$ cat config.mk
export PLATFORM = sky130hd
export DESIGN_NAME = mul_seq32
export DESIGN_NICKNAME = d
export VERILOG_FILES = /design/src/rtl/mul_seq_pkg.sv /design/src/rtl/bk_adder32.sv /design/src/rtl/mul_seq32.sv
export SDC_FILE = /design/constraint.sdc
export NUM_CORES = 1
export LEC_CHECK = 0
export ABC_AREA = 0
export ABC_CLOCK_PERIOD_IN_PS = 6190
export CORE_MARGIN = 5
export CORE_UTILIZATION = 55
export DETAILED_ROUTE_END_ITERATION = 16
export PLACE_DENSITY = 0.83
export SLEW_MARGIN = 20
export SYNTH_ARGS = -nofsm -noshare
export SYNTH_HDL_FRONTEND = slang
export SYNTH_SLANG_ARGS = --single-unit
$ cat constraint.sdc
create_clock -name clk -period 6.19 [get_ports clk]
set_input_delay 1.238 -clock clk [delete_from_list [all_inputs] [get_ports clk]]
set_output_delay 1.238 -clock clk [all_outputs]
set_load 0.05 [all_outputs]
$ cat src/rtl/mul_seq_pkg.sv
// rtl/mul_seq_pkg.sv - shared constants and state encoding for the sequential multiplier
//
// Purpose: state encoding, operand width and iteration count shared by
//          mul_seq32 and bk_adder32.
// Ports:   none (package).
package mul_seq_pkg;

   localparam int XLEN      = 32;
   localparam int MUL_ITERS = 32;

   localparam logic [2:0] ST_IDLE   = 3'd0;
   localparam logic [2:0] ST_ABS_A  = 3'd1;
   localparam logic [2:0] ST_ABS_B  = 3'd2;
   localparam logic [2:0] ST_MUL    = 3'd3;
   localparam logic [2:0] ST_NEG_LO = 3'd4;
   localparam logic [2:0] ST_NEG_HI = 3'd5;
   localparam logic [2:0] ST_DONE   = 3'd6;

   typedef enum logic [2:0] {
      S_IDLE   = ST_IDLE,
      S_ABS_A  = ST_ABS_A,
      S_ABS_B  = ST_ABS_B,
      S_MUL    = ST_MUL,
      S_NEG_LO = ST_NEG_LO,
      S_NEG_HI = ST_NEG_HI,
      S_DONE   = ST_DONE
   } state_e;

endpackage

$ cat src/rtl/bk_adder32.sv
// rtl/bk_adder32.sv - 32-bit Brent-Kung parallel-prefix adder with carry in/out
//
// Purpose: purely combinational a + b + cin.
// Ports:
//    a, b  in  32  addends
//    cin   in  1   carry in
//    sum   out 32  a + b + cin (low 32 bits)
//    cout  out 1   carry out of bit 31
module bk_adder32
   import mul_seq_pkg::*;
(
   input  logic [XLEN-1:0] a,
   input  logic [XLEN-1:0] b,
   input  logic            cin,
   output logic [XLEN-1:0] sum,
   output logic            cout
);

   // Up-sweep: node i (with i+1 a multiple of 2*d) absorbs the group ending at i-d.
   function automatic logic [2*XLEN-1:0] up_step(input logic [XLEN-1:0] g_in,
                                                  input logic [XLEN-1:0] p_in,
                                                  input int d);
      logic [XLEN-1:0] g_o;
      logic [XLEN-1:0] p_o;
      g_o = g_in;
      p_o = p_in;
      for (int i = 0; i < XLEN; i++) begin
         if (((i + 1) % (2 * d)) == 0) begin
            g_o[i] = g_in[i] | (p_in[i] & g_in[i - d]);
            p_o[i] = p_in[i] & p_in[i - d];
         end
      end
      return {g_o, p_o};
   endfunction

   // Down-sweep: fill in the prefixes the up-sweep skipped, halfway between tree nodes.
   function automatic logic [2*XLEN-1:0] down_step(input logic [XLEN-1:0] g_in,
                                                    input logic [XLEN-1:0] p_in,
                                                    input int d);
      logic [XLEN-1:0] g_o;
      logic [XLEN-1:0] p_o;
      g_o = g_in;
      p_o = p_in;
      for (int i = 0; i < XLEN; i++) begin
         if ((((i + 1) % (2 * d)) == d) && (i >= d)) begin
            g_o[i] = g_in[i] | (p_in[i] & g_in[i - d]);
            p_o[i] = p_in[i] & p_in[i - d];
         end
      end
      return {g_o, p_o};
   endfunction

   logic [XLEN-1:0] prop;
   logic [XLEN-1:0] g0, p0, g1, p1, g2, p2, g3, p3, g4, p4, g5, p5;
   logic [XLEN-1:0] g6, p6, g7, p7, g8, p8, g9, p9;

   always_comb begin
      prop = a ^ b;
      g0   = a & b;
      // Fold the carry-in into bit 0 so every group prefix already includes it.
      g0[0] = (a[0] & b[0]) | (prop[0] & cin);
      p0    = prop;
      {g1, p1} = up_step(g0, p0, 1);
      {g2, p2} = up_step(g1, p1, 2);
      {g3, p3} = up_step(g2, p2, 4);
      {g4, p4} = up_step(g3, p3, 8);
      {g5, p5} = up_step(g4, p4, 16);
      {g6, p6} = down_step(g5, p5, 8);
      {g7, p7} = down_step(g6, p6, 4);
      {g8, p8} = down_step(g7, p7, 2);
      {g9, p9} = down_step(g8, p8, 1);
      sum  = prop ^ {g9[XLEN-2:0], cin};
      cout = g9[XLEN-1];
   end

endmodule

$ cat src/rtl/mul_seq32.sv
// rtl/mul_seq32.sv - sequential 32x32->64 shift-add multiplier sharing one adder
//
// Purpose: MUL/MULH-class product with fixed latency (32 cycles unsigned,
//          36 cycles signed), one operation in flight.
// Ports:
//    clk        in  1   rising-edge clock
//    rst_n      in  1   asynchronous active-low reset
//    in_valid   in  1   operands valid
//    in_ready   out 1   high only in IDLE
//    op_a       in  32  multiplicand
//    op_b       in  32  multiplier
//    op_signed  in  1   1 = two's-complement operands
//    out_valid  out 1   high only in DONE
//    out_ready  in  1   consumer accepts result
//    result     out 64  product {hi, lo}
//    busy       out 1   high outside IDLE
module mul_seq32 #(
   parameter int XLEN  = 32,
   parameter int CNT_W = 6
) (
   input  logic              clk,
   input  logic              rst_n,
   input  logic              in_valid,
   output logic              in_ready,
   input  logic [XLEN-1:0]   op_a,
   input  logic [XLEN-1:0]   op_b,
   input  logic              op_signed,
   output logic              out_valid,
   input  logic              out_ready,
   output logic [2*XLEN-1:0] result,
   output logic              busy
);

   import mul_seq_pkg::*;

   state_e            state_q, state_d;
   logic [CNT_W-1:0]  cnt_q, cnt_d;
   logic [XLEN-1:0]   mcand_q, mcand_d;
   logic [XLEN-1:0]   mplr_q, mplr_d;     // multiplier, becomes the low product word
   logic [XLEN-1:0]   acc_hi_q, acc_hi_d; // high product word
   logic              signed_q, signed_d;
   logic              neg_q, neg_d;
   logic              carry_q, carry_d;   // carry from low-word negation into high word

   logic [XLEN-1:0]   add_a, add_b, add_sum;
   logic              add_cin, add_cout;

   bk_adder32 u_add (
      .a    (add_a),
      .b    (add_b),
      .cin  (add_cin),
      .sum  (add_sum),
      .cout (add_cout)
   );

   always_ff @(posedge clk or negedge rst_n) begin
      if (!rst_n) begin
         state_q  <= S_IDLE;
         cnt_q    <= '0;
         mcand_q  <= '0;
         mplr_q   <= '0;
         acc_hi_q <= '0;
         signed_q <= 1'b0;
         neg_q    <= 1'b0;
         carry_q  <= 1'b0;
      end else begin
         state_q  <= state_d;
         cnt_q    <= cnt_d;
         mcand_q  <= mcand_d;
         mplr_q   <= mplr_d;
         acc_hi_q <= acc_hi_d;
         signed_q <= signed_d;
         neg_q    <= neg_d;
         carry_q  <= carry_d;
      end
   end

   always_comb begin
      state_d  = state_q;
      cnt_d    = cnt_q;
      mcand_d  = mcand_q;
      mplr_d   = mplr_q;
      acc_hi_d = acc_hi_q;
      signed_d = signed_q;
      neg_d    = neg_q;
      carry_d  = carry_q;
      add_a    = '0;
      add_b    = '0;
      add_cin  = 1'b0;

      case (state_q)
         S_IDLE: begin
            if (in_valid) begin
               mcand_d  = op_a;
               mplr_d   = op_b;
               signed_d = op_signed;
               neg_d    = op_signed & (op_a[XLEN-1] ^ op_b[XLEN-1]);
               acc_hi_d = '0;
               carry_d  = 1'b0;
               cnt_d    = '0;
               state_d  = op_signed ? S_ABS_A : S_MUL;
            end
         end
         // The operand sign bits are still intact in the registers here, so
         // no separate sign flops are needed.
         S_ABS_A: begin
            add_a   = mcand_q[XLEN-1] ? ~mcand_q : mcand_q;
            add_cin = mcand_q[XLEN-1];
            mcand_d = add_sum;
            state_d = S_ABS_B;
         end
         S_ABS_B: begin
            add_a   = mplr_q[XLEN-1] ? ~mplr_q : mplr_q;
            add_cin = mplr_q[XLEN-1];
            mplr_d  = add_sum;
            state_d = S_MUL;
         end
         S_MUL: begin
            add_a = acc_hi_q;
            add_b = mplr_q[0] ? mcand_q : '0;
            // Shift the 65-bit {cout, sum, mplr} right by one; retired
            // multiplier bits make room for low product bits.
            {acc_hi_d, mplr_d} = {add_cout, add_sum, mplr_q[XLEN-1:1]};
            if (cnt_q == CNT_W'(MUL_ITERS - 1)) begin
               cnt_d   = '0;
               state_d = signed_q ? S_NEG_LO : S_DONE;
            end else begin
               cnt_d = cnt_q + CNT_W'(1);
            end
         end
         S_NEG_LO: begin
            add_a   = neg_q ? ~mplr_q : mplr_q;
            add_cin = neg_q;
            mplr_d  = add_sum;
            carry_d = add_cout;
            state_d = S_NEG_HI;
         end
         S_NEG_HI: begin
            add_a    = neg_q ? ~acc_hi_q : acc_hi_q;
            add_cin  = neg_q & carry_q;
            acc_hi_d = add_sum;
            state_d  = S_DONE;
         end
         S_DONE: begin
            if (out_ready) begin
               state_d = S_IDLE;
            end
         end
         default: begin
            state_d = S_IDLE;
         end
      endcase
   end

   assign in_ready  = (state_q == S_IDLE);
   assign out_valid = (state_q == S_DONE);
   assign busy      = (state_q != S_IDLE);
   assign result    = {acc_hi_q, mplr_q};

endmodule
# After elaboration in Yosys (flattened, before gate mapping)
# Cells that the tools add are included.
[classes] add_sub_neg=1 n_eq_ne=10 mux=25 bitwise_logic=152 reduce_logical=15
[ops] cell="$mux 32" count=9
[ops] cell="$pmux 32 s3" count=2
[ops] cell="$pmux 32 s5" count=1
[ops] cell="$not 32->32" count=3
[ops] cell="$and 1x1->1" count=87
[ops] cell="$pmux 32 s2" count=1
[ops] cell="$xor 32x32->32" count=2
[ops] cell="$or 1x1->1" count=58
[ops] cell="$and 32x32->32" count=1
[ops] cell="$pmux 3 s7" count=1
[ops] cell="$mux 6" count=2
[ops] cell="$pmux 6 s2" count=1
[ops] cell="$reduce_and 2->1" count=6
[ops] cell="$eq 3x3->1 const B" count=3
[ops] cell="$mux 3" count=3
[ops] cell="$reduce_bool 3->1" count=3
[ops] cell="$add 6x1->6 const B" count=1
[ops] cell="$eq 3x2->1 const B" count=2
[ops] cell="$eq 6x5->1 const B" count=1
[ops] cell="$reduce_bool 2->1" count=3
[ops] cell="$mux 2" count=2
[ops] cell="$ne 2x2->1 const B" count=2
[ops] cell="$pmux 1 s4" count=1
[ops] cell="$eq 3x1->1 const B" count=1
[ops] cell="other kinds (7)" count=7
[word_totals] register_bits=108 in_bits=69 out_inout_bits=67 word_cells=211

# Depth between registers and ports, before layout
[depth] depth_word=24 depth_mapped=22

# By module
# A second synthesis with hierarchy kept.
[unflattened] cells_unflattened=1151 hier_area_um2=9656.8
[by_module_without_submodules] mod="mul_seq32" n_inst=1 cells_each=983 area_per_inst_um2=8230.4 seq_area_each_um2=2702.6
[by_module_without_submodules] mod="bk_adder32" n_inst=1 cells_each=168 area_per_inst_um2=1426.4 seq_area_each_um2=0.0

# Least setup slack after synthesis
# Ideal clock, no wire load.
[synth_path] path_kind="register -> register" from="register mplr_q[31]" to="register mplr_q[22]" setup_ns=0.129 arrival_ns=4.207 required_ns=6.061 path_slack_ns=1.854 path_stages_with_launch=21 path_buffers=1 period_less_slack_ns=4.336 cell_sequence="dfrtp_1 > nand2_1 > nor2_1 > a21oi_1 > nor2_1 > clkbuf_1 > o21ai_0 > a21o_1 > fa_1 > inv_1 > fa_1 > a211oi_1 > o21ai_1 > o211ai_2 > a21oi_2 > or2_2 > a31oi_1 > fa_1 > nor2_1 > a221oi_1 > a21oi_1"
[synth_via] elab_chain_cells=19 elab_cells_between_ends=67
[synth_lines] element="from (decl)" line="mul_seq32.sv:39" rtl="logic [XLEN-1:0] mplr_q, mplr_d;"
[synth_lines] element="from (signal assigned)" line="mul_seq32.sv:70" rtl="mplr_q <= mplr_d;"
[synth_lines] element="$mux 32" line="mul_seq32.sv:113" rtl="add_a = mplr_q[XLEN-1] ? ~mplr_q : mplr_q;"
[synth_lines] element="$pmux 32 s5" line="mul_seq32.sv:91" rtl="case (state_q)"
[synth_lines] element="$xor 32x32->32" line="bk_adder32.sv:58" rtl="prop = a ^ b;"
[synth_lines] element="$and 1x1->1" line="bk_adder32.sv:61" rtl="g0[0] = (a[0] & b[0]) | (prop[0] & cin);"
[synth_lines] element="$or 1x1->1" line="bk_adder32.sv:61"
[synth_lines] element="$and 1x1->1" line="bk_adder32.sv:29" rtl="g_o[i] = g_in[i] | (p_in[i] & g_in[i - d]);"
[synth_lines] element="$or 1x1->1" line="bk_adder32.sv:29"
[synth_lines] element="$and 1x1->1" line="bk_adder32.sv:29"
[synth_lines] element="[3 not listed]"
[synth_lines] element="$and 1x1->1" line="bk_adder32.sv:29"
[synth_lines] element="$or 1x1->1" line="bk_adder32.sv:29"
[synth_lines] element="$and 1x1->1" line="bk_adder32.sv:46" rtl="g_o[i] = g_in[i] | (p_in[i] & g_in[i - d]);"
[synth_lines] element="$or 1x1->1" line="bk_adder32.sv:46"
[synth_lines] element="$and 1x1->1" line="bk_adder32.sv:46"
[synth_lines] element="$or 1x1->1" line="bk_adder32.sv:46"
[synth_lines] element="$xor 32x32->32 (*)" line="bk_adder32.sv:72" rtl="sum = prop ^ {g9[XLEN-2:0], cin};"
[synth_lines] element="$pmux 32 s3 (*)" line="mul_seq32.sv:91"
# Every way passes the cells marked *; elsewhere a longest branch is shown, timed or not.
# A chain may end at the register's enable or synchronous reset.

# Final worst setup path
[layout_path] from="register state_q[2]" to="register mplr_q[22]"
[layout_via] elab_chain_cells=19 elab_cells_between_ends=77
[layout_lines] element="from (decl)" line="mul_seq32.sv:36" rtl="state_e state_q, state_d;"
[layout_lines] element="from (signal assigned)" line="mul_seq32.sv:67" rtl="state_q <= state_d;"
[layout_lines] element="$eq 3x3->1 (tied with other cells)" line="mul_seq32.sv:91"
[layout_lines] element="$pmux 32 s5 / $mux 32 (equally long branches)" line="mul_seq32.sv:91"
[layout_lines] element="$xor 32x32->32" line="bk_adder32.sv:58"
[layout_lines] element="$and 1x1->1" line="bk_adder32.sv:61"
[layout_lines] element="$or 1x1->1" line="bk_adder32.sv:61"
[layout_lines] element="$and 1x1->1" line="bk_adder32.sv:29"
[layout_lines] element="$or 1x1->1" line="bk_adder32.sv:29"
[layout_lines] element="$and 1x1->1" line="bk_adder32.sv:29"
[layout_lines] element="[3 not listed]"
[layout_lines] element="$and 1x1->1" line="bk_adder32.sv:29"
[layout_lines] element="$or 1x1->1" line="bk_adder32.sv:29"
[layout_lines] element="$and 1x1->1" line="bk_adder32.sv:46"
[layout_lines] element="$or 1x1->1" line="bk_adder32.sv:46"
[layout_lines] element="$and 1x1->1" line="bk_adder32.sv:46"
[layout_lines] element="$or 1x1->1" line="bk_adder32.sv:46"
[layout_lines] element="$xor 32x32->32" line="bk_adder32.sv:72"
[layout_lines] element="$pmux 32 s3" line="mul_seq32.sv:91"
# Parallel ways exist; a longest one is shown, timed or not.

==> run_results.csv <==
group,metric,value,unit
detailed_routing,drt_wl_total,24700,µm
yosys,avgSynthCellArea,7.90,µm²
floorplanning,coreArea,14000,µm²
clock_tree,cts_tree,"built",
clock_tree,cts_buffers,9,
finish,ff_latch_area,2700,µm²
detailed_routing,drc,0,
clock_tree,post_cts_buffers,0,
clock_tree,worstSkewPairLatency,0.36,ns
setup_path,crit_required,6.41,ns
sta,fin_crit,5.38,ns
placement,dpl_worst_slack,0.924,ns
run_status,status,"completed",
finish,fin_cells,1271,
finish,layout-drive-gt1-share,0.0467,
clock_tree,cts-resized-gates,0,
finish,num-nets-final,1205,
floorplanning,die_x,130,µm
sta,finClkSkew,0.00506,ns
yosys,synth.distinct_cells,49,
sta,slew_violations,0,
finish,multiInputGateArea,4820,µm²
yosys,synth_flop_cell,"dfrtp_1",
yosys,synth-edff-count,0,
yosys,synth_area,7890,µm²
sta,layout_setup_ws,0.812,ns
placement,port-buffer-count,135,
sta,hold_violations,0,
setup_path,crit_path_start_kind,"register",
setup_path,crit_fanout,18,
clock_tree,cts_hold_buf,0,
finish,nFillCells,1179,
sta,finalSetupViolCount,0,
yosys,ys_ff_latch,108,
finish,layout_commonest_cell,"nand2_1",
global_route,antenna_found_initial,0,
placement,globalplace.congestion,0.921,
clock_tree,h-tree-depth,3,
floorplanning,die_h,130,µm
global_route,overflow,0,
floorplanning,rows,43,
sta,max_freq,186,MHz
sta,rsz0062_at_grt,"false",
detailed_routing,vias,8103,
sta,finalSetupTns,0,ns
clock_tree,cts.path.max_buffers,2,
sta,tightest_slew,0.901,ns
clock_tree,clk_pin_slew_worst_paths,0.07,ns
yosys,synth_cells,999,
finish,area_delta_synth_final,20.8,%
floorplanning,die-area,16800,µm²
global_route,grt_pass1_wl,40400,µm
setup_path,worstSetupPathType,"register to register",
setup_path,worstPathArrival,5.60,ns
global_route,grt_max_degree,58,
sta,period_share,0.869,
detailed_routing,drt_first_pass_iters,8,
setup_path,endpoint_kind,"register",
floorplanning,ios,136,
sta,slew_headroom,0.397,
yosys,synthArstFlopShare,1.00,
placement,dpl.hpwl,16400,µm
detailed_routing,dr.first_iter.drc_count,1099,
run,drv_cap,0,
floorplanning,initial_core_util,0.564,
global_route,grt_pass1_vias,7888,
detailed_routing,viasPerCell,6.38,
detailed_routing,drtAntennaViolNets,0,
placement,dp_cells,1255,
finish,n_antenna_cell,0,
detailed_routing,wl_per_cell,19.5,µm
clock_tree,clock_sinks,108,
clock_tree,root_buffer,"clkbuf_16",
yosys,synth_nets,1118,
global_route,track_usage,0.298,
yosys,yosysWarnings,0,
yosys,ys_seq_area_frac,0.342,
finish,final_cell_mix,"nand2_1, clkdlybuf4s50_1, dfrtp_1, nor2_1, a21oi_1",
worst_hold_path,hold_path_class,"register to register",
through the flow:
step | hold slack, ns | utilization | cell area (µm²)
floorplan | 0.446 | - | 7890
global placement | 0.460 | 0.663 | 9270
detailed placement | 0.476 | 0.663 | 9270
CTS | 0.492 | 0.682 | 9540
global route | 0.539 | 0.682 | 9540
finish | 0.495 | 0.682 | 9540
cell usage after synthesis, types with 2 or more instances:
cell	instances	share of area
fa_1	17	0.043
nand2b_1	5	0.0040
a21o_1	10	0.0095
inv_1	7	0.0033
nand4_1	4	0.0032
and2_1	3	0.0024
nand3_1	31	0.020
buf_6	3	0.0043
or2_2	2	0.0016
ha_1	33	0.052
buf_4	3	0.0029
o211ai_1	4	0.0038
nor2_1	93	0.044
o21ai_1	3	0.0019
a221oi_1	5	0.0055
a31o_2	2	0.0022
nand2_1	191	0.091
and3_1	33	0.026
buf_2	29	0.018
o22ai_1	33	0.026
nor3_1	4	0.0025
a22oi_1	54	0.051
dfrtp_1	108	0.34
a31oi_1	64	0.051
xor2_1	16	0.018
a21oi_1	89	0.056
clkbuf_1	43	0.020
o21ai_0	57	0.036
xnor2_1	33	0.037
state kept, by name (all words and copies together) (netlist names):
register,flops
signed_q,1
carry_q,1
mcand_q,32
acc_hi_q,32
mplr_q,32
neg_q,1
state_q,3
cnt_q,6
cells by family after synthesis:
logic type / after synthesis / share of synthesized area
muxes: 1 / 0.00127
xor gates and xnor gates: 49 / 0.0544
DFF: 108 / 0.342
AOI/OAI and AO/OA: 331 / 0.255
buffers and inverters: 87 / 0.0502
and+or+nand+nor: 373 / 0.201
adders and majority gates: 50 / 0.0954
layout make-up:
| cell class | count | share of cell area |
|---|---|---|
| Sequential cell | 108 | 0.283 |
| Timing Repair Buffer | 155 | 0.157 |
| Inverter | 8 | 0.00315 |
| Multi-Input combinational cell | 804 | 0.505 |
| Tap cell | 180 | 0.0236 |
| Clock inverter | 2 | 0.00105 |
| Clock buffer | 14 | 0.0266 |
path summary, 6_finish.rpt:
path,startpoint,to,cells past startpoint,slack (ns)
setup / recovery,state_q[2]$_DFFE_PN0P_,mplr_q[22]$_DFFE_PN0P_,18,0.81
hold / removal,signed_q$_DFFE_PN0P_,signed_q$_DFFE_PN0P_,2,0.49
hold reg to reg,signed_q$_DFFE_PN0P_,signed_q$_DFFE_PN0P_,2,0.49
max in group asynchronous,rst_n,mcand_q[23]$_DFFE_PN0P_,2,4.09
setup reg to reg,state_q[2]$_DFFE_PN0P_,mplr_q[22]$_DFFE_PN0P_,18,0.81
min in group asynchronous,rst_n,mcand_q[26]$_DFFE_PN0P_,1,0.90
critical path, cell delays in order (launching register included):
cell	delay, ns
dfrtp_1	0.72
nor2b_2	0.30
and2_1	0.63
buf_4	0.32
a31o_2	0.17
a21oi_1	0.08
fa_1	0.42
inv_1	0.09
fa_1	0.25
a211oi_1	0.10
o21ai_1	0.37
o211ai_2	0.17
a21oi_2	0.27
or2_2	0.19
a31oi_1	0.13
fa_1	0.62
nor2_1	0.07
a221oi_1	0.23
a21oi_1	0.11
routing by layer:
metal	track usage	routed length, µm	vias to the layer above
met5	0	0	-
met4	0.0947	620	0
met3	0.0729	2510	58
met2	0.483	11500	440
met1	0.396	10100	3862
li1	-	-	3743
Power is not shown: default switching activity piles up to over one toggle a cycle in this logic, so the estimate is an artifact.
